--- config.mk ---
export PLATFORM = sky130hd
export DESIGN_NAME = grf_hazard_scoreboard
export DESIGN_NICKNAME = d
export VERILOG_FILES = /design/src/rtl/grf_hazard_scoreboard.sv
export SDC_FILE = /design/constraint.sdc
export NUM_CORES = 1
export LEC_CHECK = 0
export BUFFER_PORTS_ARGS = -buffer_cell sky130_fd_sc_hd__buf_4
export CAP_MARGIN = 20
export CORE_ASPECT_RATIO = 0.8
export CORE_MARGIN = 4
export CORE_UTILIZATION = 35
export CTS_CLUSTER_SIZE = 12
export DETAILED_ROUTE_END_ITERATION = 10
export GPL_TIMING_DRIVEN = 0
export MAX_ROUTING_LAYER = met4
export PLACE_DENSITY = 0.55
export SETUP_SLACK_MARGIN = 0.5
export SLEW_MARGIN = 20
export SYNTH_ARGS = -nofsm -noshare
export SYNTH_HDL_FRONTEND = slang
export SYNTH_SLANG_ARGS = --single-unit
--- constraint.sdc ---
create_clock -name clk -period 3.9 [get_ports clk]
set_input_delay 0.78 -clock clk [delete_from_list [all_inputs] [get_ports clk]]
set_output_delay 0.78 -clock clk [all_outputs]
set_load 0.05 [all_outputs]
--- src/rtl/grf_hazard_scoreboard.sv ---
// GRF hazard scoreboard: Tuse/Tnew stall and forward-select for the D stage.
// Optional HAZARD_STATS_EN adds a saturating stall_cycles counter.
module grf_hazard_scoreboard (
    input  logic       clk,
    input  logic       reset,
    input  logic       d_valid,
    input  logic [4:0] d_rs,
    input  logic [1:0] d_rs_tuse,
    input  logic [4:0] d_rt,
    input  logic [1:0] d_rt_tuse,
    input  logic [4:0] d_a3,
    input  logic [1:0] d_tnew,
    output logic       stall,
    output logic [1:0] fwd_rs_sel,
    output logic [1:0] fwd_rt_sel,
    output logic [4:0] w_a3,
    output logic       w_we
`ifdef HAZARD_STATS_EN
    ,
    output logic [15:0] stall_cycles
`endif
);

    typedef struct packed {
        logic [4:0] a3;
        logic [1:0] tnew;
    } ent_t;

    typedef struct packed {
        logic       stall;
        logic [1:0] sel;
    } opchk_t;

    ent_t e_q, m_q, w_q;
    opchk_t rs_c, rt_c;

    function automatic logic [1:0] dec(input logic [1:0] x);
        return (x == 2'd0) ? 2'd0 : x - 2'd1;
    endfunction

    // Youngest-first match of one source operand against E, M, W.
    function automatic opchk_t check(
        input logic       v,
        input logic [4:0] r,
        input logic [1:0] tuse,
        input ent_t       e,
        input ent_t       m,
        input ent_t       w
    );
        opchk_t     c;
        logic       act;
        logic       hit;
        logic [1:0] t;
        logic [1:0] s;
        c   = '0;
        act = v && (r != 5'd0) && (tuse != 2'd3);
        hit = 1'b1;
        t   = 2'd0;
        s   = 2'd0;
        if (e.a3 == r) begin
            t = e.tnew;
            s = 2'd1;
        end else if (m.a3 == r) begin
            t = m.tnew;
            s = 2'd2;
        end else if (w.a3 == r) begin
            t = w.tnew;
            s = 2'd3;
        end else begin
            hit = 1'b0;
        end
        c.stall = act && hit && (t > tuse);
        c.sel   = (act && hit && (t == 2'd0)) ? s : 2'd0;
        return c;
    endfunction

    // Hazard evaluation for both operands and GRF write port.
    always_comb begin
        rs_c       = check(d_valid, d_rs, d_rs_tuse, e_q, m_q, w_q);
        rt_c       = check(d_valid, d_rt, d_rt_tuse, e_q, m_q, w_q);
        stall      = rs_c.stall | rt_c.stall;
        fwd_rs_sel = rs_c.sel;
        fwd_rt_sel = rt_c.sel;
        w_a3       = w_q.a3;
        w_we       = (w_q.a3 != 5'd0);
    end

    // Advance destinations down the pipe; bubble into E on stall.
    always_ff @(posedge clk) begin
        if (reset) begin
            e_q <= '0;
            m_q <= '0;
            w_q <= '0;
        end else begin
            w_q <= '{a3: m_q.a3, tnew: dec(m_q.tnew)};
            m_q <= '{a3: e_q.a3, tnew: dec(e_q.tnew)};
            if (d_valid && !stall)
                e_q <= '{a3: d_a3, tnew: d_tnew};
            else
                e_q <= '0;
        end
    end

`ifdef HAZARD_STATS_EN
    // Saturating count of stalled cycles.
    always_ff @(posedge clk) begin
        if (reset)
            stall_cycles <= '0;
        else if (stall && (stall_cycles != 16'hFFFF))
            stall_cycles <= stall_cycles + 16'd1;
    end
`endif

endmodule

==> results.txt <==
status - finished, final reports clean
Ant. Diodes - 0
Post-Synthesis Net Count - 192
reg2reg path depth - 14
Req. time, crit path - 3.12 ns
RSZ-0062 raised after global routing - yes
Hold WS - 0.465 ns
maximum number of pins on one net before global-route repair - 14
worst setup path end - stall
area grow syn2layout - 39.5%
Least-Margin Pin Slew - 0.427 ns
Post-synth top flop - dfxtp_1
register bit total from synthesis - 21
Synth Instances - 162
Yosys warning total - 0
CTS H-Tree Depth - 1
critical path's largest stage delay - 0.31 ns
critical path depth in cells - 15
setup TNS - 0 ns
Synth top area share - 0.299
Critical Path AT - 2.83 ns
initial antenna violation count - 0
pre-CTS WS - 0.00180 ns
wire per inst - 13.3 um
number of iterations in the first detailed-routing pass - 4
Max Cap Viol - 0
die width - 78.9 um
Leak - 0.816 nW
Total GRT Usage - 0.144
Synth async-reset ratio - 0
cell with the most instances after synthesis - dfxtp_1
final setup margin - 0.292 ns
CORE AREA - 3830 um^2
FF-to-FF setup slack - 1.29 ns
effective utilization at floorplan - 0.367
Setup Viol. Count Final - 0
share of cells above drive strength 1 - 0.376
vias in the first global route - 1268
Setup Skew - 0.00301 ns
min Tclk post-route - 3.61 ns
Setup crit end kind - output pin
Layout Nets - 236
DRT iter0 DRCs - 26
critical-path cell list - buf_8, xor2_2, a221oi_2, nor4b_4, nand3b_1, a31oi_4, inv_2, ha_4, inv_2, a21oi_2, a21oi_2, nand2_2, a2bb2oi_4, inv_4, buf_8
CTS root buf - clkbuf_8
Startpoint Class - primary input
VDD IR max - 0.000204 V
Post-DP HPWL - 2830 um
Hold Crit Class - flop to flop
DRT Wirelength - 3460 um
chip height - 64.7 um
synthesized area - 1410 um^2
cts bufs inserted - 3
Peak Freq - 0.277 GHz
total number of vias - 1225
number of synthesized flops with an enable pin - 0
die area - 5100 um^2
fill count - 382
Remaining Overflow, GRT - 0
IO buf count - 34
post-synthesis sequential area ratio - 0.299
# DRC - 0
Netlist cell types - 35
number of buffer and inverter stages on the critical path - 5
final hold viol count - 0
Area contributors post-synth - dfxtp_1, xnor2_1, xor2_1, nor2b_1, ha_1
clock sinks - 21
via/cell ratio - 4.71
synth cell count leaders - dfxtp_1, xnor2_1, nor2b_1
GP Congestion - 0.809
slowest cell on the critical path - nor4b_4
fin crit share - 0.925
DRT antenna net count - 0
num rows - 20
CTS tree - done
worst r2r src - w_a3[1]
first-pass GRT wire length - 5740 um
launch point of the critical path - d_rs[4]
crit path kind - primary input to output pin
PwrDens - 254 nW/um^2
mean post-synth cell area - 8.68 um^2
I/O pin count - 35
R2R Path End - e_q[5]
CTS max path bufs - 2
slew margin rel. - 0.715
Max Slew Vio Count - 0
crit-path max FO - 4
Skew-Pair Late Insertion Delay - 0.26 ns
Synth area leader - dfxtp_1
Clk pin slew, worst setup/hold paths - 0.08 ns
Worst path top cell family by delay - compound AO/OA/AOI/OAI gates
[layout by cell type, fill, tap and decap left out, types with 3 or more instances in the layout]
master,Yosys,layout
inv_1,11,9
and3_1,7,7
inv_2,2,3
xnor2_1,15,15
clkbuf_8,0,3
dfxtp_1,21,21
nand2b_1,4,4
ha_4,0,3
nand3b_1,3,3
nor2b_1,13,13
xor2_1,11,9
ha_1,6,3
a21oi_2,0,3
nand2_1,12,11
nor2_1,10,10
nand3_1,3,3
buf_4,5,42
nor3_1,11,9
[power by group]
part / internal (mW) / switching, mW / total [mW]
Sequential: 0.222 / 0.00716 / 0.229
Combinational: 0.0604 / 0.0660 / 0.126
Clock: 0.0721 / 0.0713 / 0.143
[per-layer routing]
metal	GRT usage	vias up	part of all wire	wire length [um]
met4	0.0193	0	0.0029	10
met5	-	-	0	0
met3	0.0375	3	0.059	203
met2	0.247	27	0.48	1680
li1	-	624	-	-
met1	0.177	571	0.45	1570
[area by class of cell]
| class | count | area [um^2] | area share |
|---|---|---|---|
| clock inverter | 1 | 7.51 | 0.00383 |
| multi-input combinational | 122 | 1020 | 0.522 |
| tap | 55 | 68.8 | 0.0351 |
| buffer | 6 | 41.3 | 0.0210 |
| timing repair buffer | 39 | 308 | 0.157 |
| clock buffer | 3 | 41.3 | 0.0210 |
| sequential | 21 | 420 | 0.214 |
| inverter | 13 | 51.3 | 0.0261 |
[worst min path at each step]
stage / from / end / slack (ns) / cells after the start
floorplan: m_q[0] / w_q[0] / 0.42 / 1
global placement: m_q[0] / w_q[0] / 0.46 / 1
detailed placement: m_q[0] / w_q[0] / 0.45 / 1
CTS: m_q[0] / w_q[0] / 0.47 / 1
global route: m_q[0] / w_q[0] / 0.49 / 1
finish: m_q[0] / w_q[0] / 0.46 / 1
[stage by stage]
step	cell area (um^2)	total power, mW	std cells	util
after CTS	1870	0.493	259	0.488
after floorplan	1410	0.300	162	-
final	1960	0.499	260	0.512
after global routing	1960	0.524	260	0.512
after detailed placement	1740	0.344	251	0.454
after global placement	1740	0.342	251	0.454
[logic make-up (layout without fill, tap and decap cells)]
family | count (synthesis) | after routing | synth area share
AND/OR/NAND/NOR | 72 | 72 | 0.299
XOR/XNOR | 26 | 26 | 0.162
flip-flops | 21 | 21 | 0.299
buffers and inverters | 19 | 62 | 0.0641
AO/OA/AOI/OAI | 18 | 18 | 0.123
adder cells (fa/ha/maj) | 6 | 6 | 0.0534
[state kept, by name (all words and copies together) (netlist names)]
name,count
w_q,2
e_q,7
m_q,7
w_a3,5
[what timing repair did]
action	CTS	global route
setup endpoints to repair	1	1
pin swaps	5	12
hold endpoints to repair	0	0
setup buffers	4	1
hold buffers	0	0
resized for setup	8	15
(Power assumes the default switching activity.)
